### config.mk
export PLATFORM = sky130hd
export DESIGN_NAME = mips_main_fsm
export DESIGN_NICKNAME = d
export VERILOG_FILES = /design/src/rtl/mips_main_fsm.sv
export SDC_FILE = /design/constraint.sdc
export NUM_CORES = 1
export LEC_CHECK = 0
export CORE_UTILIZATION = 39
export CTS_CLUSTER_DIAMETER = 150
export CTS_CLUSTER_SIZE = 8
export DETAILED_ROUTE_END_ITERATION = 16
export PLACE_DENSITY = 0.71
export RECOVER_POWER = 25
export SYNTH_ARGS = -nofsm -noshare
export SYNTH_HDL_FRONTEND = slang
export SYNTH_SLANG_ARGS = --single-unit
### constraint.sdc
create_clock -name clk -period 1.6 [get_ports clk]
set_clock_uncertainty 0.2 [all_clocks]
set_input_delay 0.16 -clock clk [delete_from_list [all_inputs] [get_ports clk]]
set_output_delay 0.16 -clock clk [all_outputs]
set_load 0.005 [all_outputs]
### src/rtl/mips_main_fsm.sv
// mips_main_fsm: multi-cycle main control FSM for the MIPS core.
// Steps fetch/decode/execute/memory/writeback and drives datapath mux selects.
module mips_main_fsm #(
    parameter int ALU_SRC_B_INPUTS = 4,
    parameter int PC_SRC_INPUTS    = 3
) (
    input  logic                                 clk,
    input  logic                                 rst,
    input  logic [5:0]                           opcode,
    input  logic                                 zero,
    output logic                                 iord,
    output logic                                 mem_write,
    output logic                                 ir_write,
    output logic                                 reg_dst,
    output logic                                 mem_to_reg,
    output logic                                 reg_write,
    output logic                                 alu_src_a,
    output logic [$clog2(ALU_SRC_B_INPUTS)-1:0]  alu_src_b,
    output logic [1:0]                           alu_op,
    output logic [$clog2(PC_SRC_INPUTS)-1:0]     pc_src,
    output logic                                 pc_en,
    output logic                                 illegal_op
);

    localparam int BW = $clog2(ALU_SRC_B_INPUTS);
    localparam int PW = $clog2(PC_SRC_INPUTS);

    localparam logic [5:0] OP_RTYPE = 6'b000000;
    localparam logic [5:0] OP_J     = 6'b000010;
    localparam logic [5:0] OP_BEQ   = 6'b000100;
    localparam logic [5:0] OP_ADDI  = 6'b001000;
    localparam logic [5:0] OP_LW    = 6'b100011;
    localparam logic [5:0] OP_SW    = 6'b101011;

    localparam logic [1:0] ALU_ADD   = 2'b00;
    localparam logic [1:0] ALU_SUB   = 2'b01;
    localparam logic [1:0] ALU_FUNCT = 2'b10;

    typedef enum logic [3:0] {
        S_FETCH   = 4'd0,
        S_DECODE  = 4'd1,
        S_MEMADR  = 4'd2,
        S_MEMRD   = 4'd3,
        S_MEMWB   = 4'd4,
        S_MEMWR   = 4'd5,
        S_EXECUTE = 4'd6,
        S_ALUWB   = 4'd7,
        S_BRANCH  = 4'd8,
        S_ADDIEX  = 4'd9,
        S_ADDIWB  = 4'd10,
        S_JUMP    = 4'd11
    } state_t;

    state_t     state;
    logic [5:0] op_q;
    logic       pc_write;
    logic       branch;

    // State register, DECODE-time opcode copy and sticky illegal flag
    always_ff @(posedge clk or posedge rst) begin
        if (rst) begin
            state      <= S_FETCH;
            op_q       <= 6'd0;
            illegal_op <= 1'b0;
        end else begin
            unique case (state)
                S_FETCH: state <= S_DECODE;
                S_DECODE: begin
                    op_q <= opcode;
                    unique case (opcode)
                        OP_LW, OP_SW: state <= S_MEMADR;
                        OP_RTYPE:     state <= S_EXECUTE;
                        OP_BEQ:       state <= S_BRANCH;
                        OP_ADDI:      state <= S_ADDIEX;
                        OP_J:         state <= S_JUMP;
                        default: begin
                            state      <= S_FETCH;
                            illegal_op <= 1'b1;
                        end
                    endcase
                end
                S_MEMADR: begin
                    if (op_q == OP_SW) state <= S_MEMWR;
                    else               state <= S_MEMRD;
                end
                S_MEMRD:   state <= S_MEMWB;
                S_EXECUTE: state <= S_ALUWB;
                S_ADDIEX:  state <= S_ADDIWB;
                S_MEMWB, S_MEMWR, S_ALUWB,
                S_BRANCH, S_ADDIWB, S_JUMP:
                           state <= S_FETCH;
                default:   state <= S_FETCH;
            endcase
        end
    end

    // Moore output decode: every control line is a function of state only
    always_comb begin
        iord       = 1'b0;
        mem_write  = 1'b0;
        ir_write   = 1'b0;
        reg_dst    = 1'b0;
        mem_to_reg = 1'b0;
        reg_write  = 1'b0;
        alu_src_a  = 1'b0;
        alu_src_b  = BW'(0);
        alu_op     = ALU_ADD;
        pc_src     = PW'(0);
        pc_write   = 1'b0;
        branch     = 1'b0;
        unique case (state)
            S_FETCH: begin
                ir_write  = 1'b1;
                pc_write  = 1'b1;
                alu_src_b = BW'(1);
            end
            S_DECODE: begin
                alu_src_b = BW'(3);
            end
            S_MEMADR: begin
                alu_src_a = 1'b1;
                alu_src_b = BW'(2);
            end
            S_MEMRD: begin
                iord = 1'b1;
            end
            S_MEMWB: begin
                reg_write  = 1'b1;
                mem_to_reg = 1'b1;
            end
            S_MEMWR: begin
                iord      = 1'b1;
                mem_write = 1'b1;
            end
            S_EXECUTE: begin
                alu_src_a = 1'b1;
                alu_op    = ALU_FUNCT;
            end
            S_ALUWB: begin
                reg_write = 1'b1;
                reg_dst   = 1'b1;
            end
            S_BRANCH: begin
                alu_src_a = 1'b1;
                alu_op    = ALU_SUB;
                branch    = 1'b1;
                pc_src    = PW'(1);
            end
            S_ADDIEX: begin
                alu_src_a = 1'b1;
                alu_src_b = BW'(2);
            end
            S_ADDIWB: begin
                reg_write = 1'b1;
            end
            S_JUMP: begin
                pc_write = 1'b1;
                pc_src   = PW'(2);
            end
            default: begin
                iord = 1'b0;
            end
        endcase
    end

    // Branch resolves from the live zero flag in the same cycle
    assign pc_en = pc_write | (branch & zero);

endmodule

==> impl_metrics.py, run 1 <==
metrics = {
    "status": {
        "outcome": "complete, but fails checks",
        "violations": "setup timing",
    },
    "power_and_ir_drop": {
        "switchingPower_mw": 0.896,
        "clock_power_share_pct": 8.4,
        "worst_ir_drop_vdd_mv": 0.879,
        "swShare_pct": 38.4,
        "power.density_nw_per_um2": 1590,
        "power.sequential.fraction_pct": 20.8,
        "comb_power_share_pct": 70.8,
        "internal-power_mw": 1.44,
        "power_leakage_nw": 0.679,
        "report.power.total_mw": 2.33,
    },
    "clock_tree": {
        "cts-root-buf": "sky130_fd_sc_hd__clkbuf_4",
        "cts.htree.levels": 1,
        "clock_sink_count": 11,
        "tritoncts": "done",
        "clock_transition_time_at_the_flip_flop_clock_pins_of_the_worst_setup_and_hold_paths_ps": 70,
        "clkLatencyLatePin_ps": 270,
        "cts_max_path_buffers": 2,
        "cts_inserted_buffers": 3,
    },
    "drt": {
        "drt_first_pass_iters": 4,
        "detail_route.drc_violations": 0,
        "wire_per_inst_um": 16.8,
        "via_count": 912,
        "antenna_viol_nets_final": 0,
        "drt_iter0_drc": 41,
        "route.final.wire_length_um": 2840,
        "via_per_inst": 5.40,
    },
    "sta": {
        "max_clock_freq_mhz": 564,
        "timing.final.crit_period_ps": 1770,
        "hold_viol_final": 0,
        "final.setup.tns_ps": -2120,
        "worst_hold_slack_ps": 270,
        "rsz0062_at_grt": "yes",
        "setup_viol_count_final": 22,
        "report.final.slew_viol_count": 0,
        "post-route-period-util_pct": 111,
        "final.setup.worst_slack_ps": -172,
        "max_slew_margin_pct": 68.1,
        "tightestPinTransition_ps": 474,
    },
    "grt": {
        "grt-ovfl-total": 0,
        "globalRouteTotalUtil_pct": 27.8,
        "first_global_vias": 930,
        "first_pass_grt_wire_length_um": 3950,
        "grt_antenna_before_repair": 0,
        "maximum_number_of_pins_on_one_net_before_global_route_repair": 12,
    },
    "logic_synthesis": {
        "post_synth_instance_area_um2": 706,
        "netlist.top_cell.by_area": "sky130_fd_sc_hd__dfrtp_1",
        "synth_top_cell_area_share_pct": 39.0,
        "avgSynthCellArea_um2": 9.05,
        "yosys_warnings": 0,
        "synth_sequential_area_ratio_pct": 39.0,
        "flop_and_latch_count_out_of_synthesis": 11,
        "synthCells": 78,
        "synth.distinct_cells": 30,
        "synth_area_leaders": "sky130_fd_sc_hd__dfrtp_1 (39%), sky130_fd_sc_hd__mux2_2 (9.6%), sky130_fd_sc_hd__nor2_1 (4.8%), sky130_fd_sc_hd__xor2_1 (3.7%), sky130_fd_sc_hd__nor3_1 (3.5%)",
        "syn-num-nets": 87,
    },
    "finish": {
        "syn2layout_area_growth_pct": 108,
        "fillerInstances": 97,
        "drive_gt1_share_pct": 66.7,
        "fin_nets": 154,
        "final_core_util_pct": 85.8,
        "finalNonFillerCells": 169,
        "antennaDiodeCount": 0,
        "final_area_um2": 1470,
    },
    "critical_path": {
        "worst-path-buf-inv": 4,
        "worst_setup_path_start_kind": "register",
        "setup.worst_path.end_class": "register",
        "timing.critical_path.fanout_max": 4,
        "regToRegStartpoint": "state[2]",
        "cpMaxStageDelayCell": "sky130_fd_sc_hd__dfrtp_1",
        "r2r_setup_slack_ps": -170,
        "cell_family_with_the_largest_share_of_critical_path_delay": "buffers and inverters",
        "path_class": "reg -> reg",
        "endpoint_of_the_lowest_slack_register_to_register_path": "state[1]",
        "cp_common_cell": "sky130_fd_sc_hd__buf_6",
        "data_required_time_of_the_worst_path_ps": 1530,
        "cp.arrival_ps": 1700,
        "worstPathCellList": "buf_6 > buf_6 > buf_6 > buf_4 > o41ai_4 > o211ai_1",
        "cpPeakStageDelay_ps": 400,
        "r2r.worst_path.cells": 6,
    },
    "floorplan": {
        "die_area_um2": 1980,
        "die_height_um": 44.5,
        "core.rowCount": 15,
        "coreArea_um2": 1710,
        "ioPinCount": 24,
        "horiz_die_dim_um": 44.5,
        "start_util_pct": 41.3,
    },
    "placed_design": {
        "detailed_place.area_um2": 1110,
        "place_hpwl_um": 1510,
        "dp_slack_ps": -233,
        "placedCellCount": 144,
        "portBuffers": 23,
        "place.gp.congestion": 0.849,
    },
    "worst_hold_path": {
        "min-delay-start": "illegal_op",
        "hp-class": "reg -> reg",
        "min_to": "illegal_op",
        "whs_path_depth": 1,
    },
    "flow_run": {
        "max_cap_violations": 0,
    },
}
-- metal layers --
layer / track usage [%] / part of all wire, % / vias to the layer above
met5: 0 / 0 / -
met2: 53.8 / 54 / 49
met3: 1.22 / 5.2 / 12
li1: - / - / 416
met1: 27.6 / 38 / 435
met4: 20.0 / 2.9 / 0
-- cell type report --
class	instances	area (µm²)	area share (%)
Timing Repair Buffer	67	561	38.3
Tap cell	25	31.3	2.13
Sequential cell	11	278	19.0
Inverter	4	15.0	1.02
Multi-Input combinational cell	58	554	37.8
Clock buffer	4	26.3	1.79
-- kinds of logic (layout without fill, tap and decap cells) --
logic type             Yosys count  in the layout  share of synthesized area [%]
buffers and inverters            9             75                           5.85
multiplexers                     6              6                           9.57
XOR/XNOR                         3              3                           3.72
AO/OA/AOI/OAI                   16             16                           15.1
flip-flops                      11             11                           39.0
AND/OR/NAND/NOR                 33             33                           26.8
-- flip-flops by register name, indices dropped and copies added (netlist names) --
signal      count
illegal_op      1
op_q            6
state           4
-- Yosys cell counts (all sizes together) --
library cell	instances
nand4b	1
inv	4
a221oi	1
o41ai	1
mux2	6
nor2	9
dfrtp	11
o22ai	1
o211ai	2
nand2b	4
a31o	1
nor3	6
nor4	2
o21ai	3
nor3b	1
nand2	5
buf	4
o31ai	1
nand3	1
xor2	3
a211oi	1
clkbuf	1
nor4bb	1
a21oi	4
and3	2
o2111ai	1
nand4	1
-- how the worst max path moves through the flow --
stage                              end  cells past startpoint      from  slack (ps)
after floorplan                op_q[0]                      3  state[1]         110
after global placement       alu_src_a                      5  state[1]        -160
after detailed placement  alu_src_b[1]                      4  state[1]        -230
after CTS                      op_q[3]                      6  state[2]        -110
after global routing          state[1]                      6  state[2]        -190
final                         state[1]                      6  state[2]        -170
-- worst reg2reg max path, cell delays in order, from the launching register on --
cell and delay, ps:
sky130_fd_sc_hd__dfrtp_1 400, sky130_fd_sc_hd__buf_6 130, sky130_fd_sc_hd__buf_6 120, sky130_fd_sc_hd__buf_6 130, sky130_fd_sc_hd__buf_4 140, sky130_fd_sc_hd__o41ai_4 340, sky130_fd_sc_hd__o211ai_1 160
-- power by group through the flow --
stage	clock (mW)	sequential, mW	combinational (mW)
after floorplan	0	0.454	0.512
after global placement	0	0.469	1.03
after detailed placement	0	0.479	1.05
after CTS	0.202	0.475	1.37
after global routing	0.207	0.490	1.74
final	0.195	0.487	1.65
-- timing repair --
item,CTS,global route
setup endpoints to repair,20,24
resized for setup,96,18
setup buffers,12,8
hold endpoints to repair,11,0
pin swaps,10,8
hold buffers,1,0
-- cells in the final DEF (no fill, tap or decap), drive strengths merged, types with 2 or more instances in the layout --
master / count
nand2: 5
nor3: 6
o211ai: 2
dlygate4sd3: 2
clkdlybuf4s50: 8
nor4: 2
dfrtp: 11
o21ai: 3
nand2b: 4
xor2: 3
buf: 57
inv: 4
and3: 2
a21oi: 4
mux2: 6
clkbuf: 4
nor2: 9
Power figures use the tool's default switching activity.
==> run 2: changes to the inputs <==
--- a/config.mk
+++ b/config.mk
@@ -9,7 +9,7 @@
 export CTS_CLUSTER_DIAMETER = 150
 export CTS_CLUSTER_SIZE = 8
 export DETAILED_ROUTE_END_ITERATION = 16
-export PLACE_DENSITY = 0.71
+export PLACE_DENSITY = 0.78
 export RECOVER_POWER = 25
 export SYNTH_ARGS = -nofsm -noshare
 export SYNTH_HDL_FRONTEND = slang
==> run 2 against run 1 <==
Net effect: the run still ends with setup timing left; worst hold slack worse by 130 ps; global-route usage down 2.1 points; final area decreased by 4.5%; critical path type is now reg -> out; critical endpoint is now iord.
==> impl_metrics.py, run 2 (synthesis results as in run 1) <==
metrics = {
    "clock_tree": {
        "cts_inserted_buffers": 3,
        "cts_max_path_buffers": 2,
        "hold_buffers": 0,
        "clkLatencyLatePin_ps": 270,
        "tritoncts": "done",
        "clock_transition_time_at_the_flip_flop_clock_pins_of_the_worst_setup_and_hold_paths_ps": 70,
        "clock_sink_count": 11,
        "cts-root-buf": "sky130_fd_sc_hd__clkbuf_4",
        "cts.htree.levels": 1,
    },
    "sta": {
        "max_clock_freq_mhz": 576,
        "post-route-period-util_pct": 108,
        "rsz0062_at_grt": "yes",
        "setup_viol_count_final": 16,
        "timing.final.crit_period_ps": 1740,
        "final.setup.worst_slack_ps": -136,
        "tightestPinTransition_ps": 454,
        "hold_viol_final": 0,
        "report.final.slew_viol_count": 0,
        "max_slew_margin_pct": 69.7,
        "worst_hold_slack_ps": 142,
    },
    "critical_path": {
        "endpoint_of_the_lowest_slack_register_to_register_path": "op_q[0]",
        "worst_setup_path_start_kind": "register",
        "setup.worst_path.end_class": "output port",
        "r2r.worst_path.cells": 6,
        "cpPeakStageDelay_ps": 440,
        "data_required_time_of_the_worst_path_ps": 1240,
        "cp.arrival_ps": 1380,
        "r2r_setup_slack_ps": -80,
        "cpMaxStageDelayCell": "sky130_fd_sc_hd__dfrtp_2",
        "path_class": "reg -> out",
        "timing.critical_path.fanout_max": 5,
        "regToRegStartpoint": "state[0]",
        "cp_common_cell": "sky130_fd_sc_hd__buf_6",
        "worstPathCellList": "buf_6 > buf_6 > xor2_1 > and3_1 > buf_2",
    },
    "finish": {
        "layout.cells.most_common": "sky130_fd_sc_hd__buf_4",
        "syn2layout_area_growth_pct": 98.2,
        "drive_gt1_share_pct": 62.8,
        "mostFrequentLayoutCells": "sky130_fd_sc_hd__buf_4 (23), sky130_fd_sc_hd__buf_6 (13), sky130_fd_sc_hd__buf_2 (11)",
        "fillerInstances": 103,
        "antennaDiodeCount": 0,
        "final_core_util_pct": 81.9,
        "largest_register_ff_count": 6,
        "largest_register": "op_q",
        "largest_registers": "op_q (6), state (4), illegal_op (1)",
        "fin_nets": 147,
    },
    "floorplan": {
        "die_height_um": 44.5,
        "horiz_die_dim_um": 44.5,
        "coreArea_um2": 1710,
        "ioPinCount": 24,
        "core.rowCount": 15,
        "start_util_pct": 41.3,
        "die_area_um2": 1980,
    },
    "grt": {
        "grt_antenna_before_repair": 0,
        "globalRouteTotalUtil_pct": 25.7,
        "use_met3_pct": 1.63,
        "first_global_vias": 846,
        "maximum_number_of_pins_on_one_net_before_global_route_repair": 12,
        "first_pass_grt_wire_length_um": 3690,
        "global_route.usage.met1_pct": 28.2,
        "grt_util_met2_pct": 48.5,
        "global_route.peak_usage_layer": "met2",
        "grt-ovfl-total": 0,
    },
    "drt": {
        "detail_route.drc_violations": 0,
        "via_per_inst": 5.46,
        "wire_per_inst_um": 16.4,
        "route.final.wire_length_um": 2660,
        "via_count": 885,
        "drt_iter0_drc": 14,
        "drt_first_pass_iters": 4,
        "antenna_viol_nets_final": 0,
    },
    "power_and_ir_drop": {
        "report.power.total_mw": 2.28,
        "power.sequential.fraction_pct": 22.5,
        "switchingPower_mw": 0.888,
        "swShare_pct": 38.9,
        "power.density_nw_per_um2": 1630,
        "internal-power_mw": 1.39,
        "clock_power_share_pct": 8.5,
        "worst_ir_drop_vdd_mv": 1.26,
        "power_leakage_nw": 0.648,
        "comb_power_share_pct": 69.0,
    },
    "placed_design": {
        "portBuffers": 23,
        "place_hpwl_um": 1460,
        "place.gp.congestion": 0.842,
    },
    "worst_hold_path": {
        "hp-class": "in -> async",
    },
    "flow_run": {
        "max_cap_violations": 0,
    },
    "status": {
        "violations": "setup timing",
        "outcome": "complete, but fails checks",
    },
}
[run 2: cell type report]
class / instances / area (µm²) / share of cell area [%]
Multi-Input combinational cell: 58 / 547 / 39.1
Timing Repair Buffer: 60 / 498 / 35.6
Sequential cell: 11 / 279 / 19.9
Tap cell: 25 / 31.3 / 2.24
Clock buffer: 4 / 26.3 / 1.88
Inverter: 4 / 17.5 / 1.25
[run 2: timing repair]
action / in CTS / in global routing
setup endpoints to repair: 14 / 19
buffers inserted: 9 / 6
gates resized for setup: 78 / 27
pin swaps: 4 / 4
[run 2: layer usage]
layer / wire length [µm] / part of all wire, %
met1: 1000 / 38
met2: 1390 / 52
met5: 0 / 0
met4: 146 / 5.5
met3: 121 / 4.6
[run 2: power groups by stage]
stage,combinational [mW],sequential [mW],clock [mW]
6_report,1.58,0.514,0.194
4_1_cts,1.33,0.483,0.191
3_5_place_dp,1.03,0.484,0
2_1_floorplan,0.512,0.454,0
3_3_place_gp,1.01,0.465,0
5_1_grt,1.66,0.520,0.205
[run 2: metrics by stage]
stage / setup WS [ps] / cells / TNS (ps) / cell area, µm²
final: -136 / 162 / -1050 / 1400
after detailed placement: -169 / 144 / -1610 / 1110
after global placement: -130 / 144 / -1330 / 1110
after CTS: -139 / 157 / -896 / 1300
after floorplan: 109 / 78 / 0 / 706
after global routing: -175 / 162 / -1950 / 1400
[run 2: how the worst max path moves through the flow]
stage | end | start | depth (start not counted)
global placement | alu_src_b[1] | state[0] | 4
floorplan | op_q[0] | state[1] | 3
detailed placement | alu_src_b[1] | state[0] | 4
CTS | alu_src_a | state[1] | 6
global route | iord | state[2] | 5
finish | iord | state[1] | 5
[run 2: worst max-delay path, delay by kind of cell (launching register included)]
family                    cells  cell delay [ps]
buffers and inverters         3              380
and+or+nand+nor               1              150
xor gates and xnor gates      1              130
DFF                           1              440
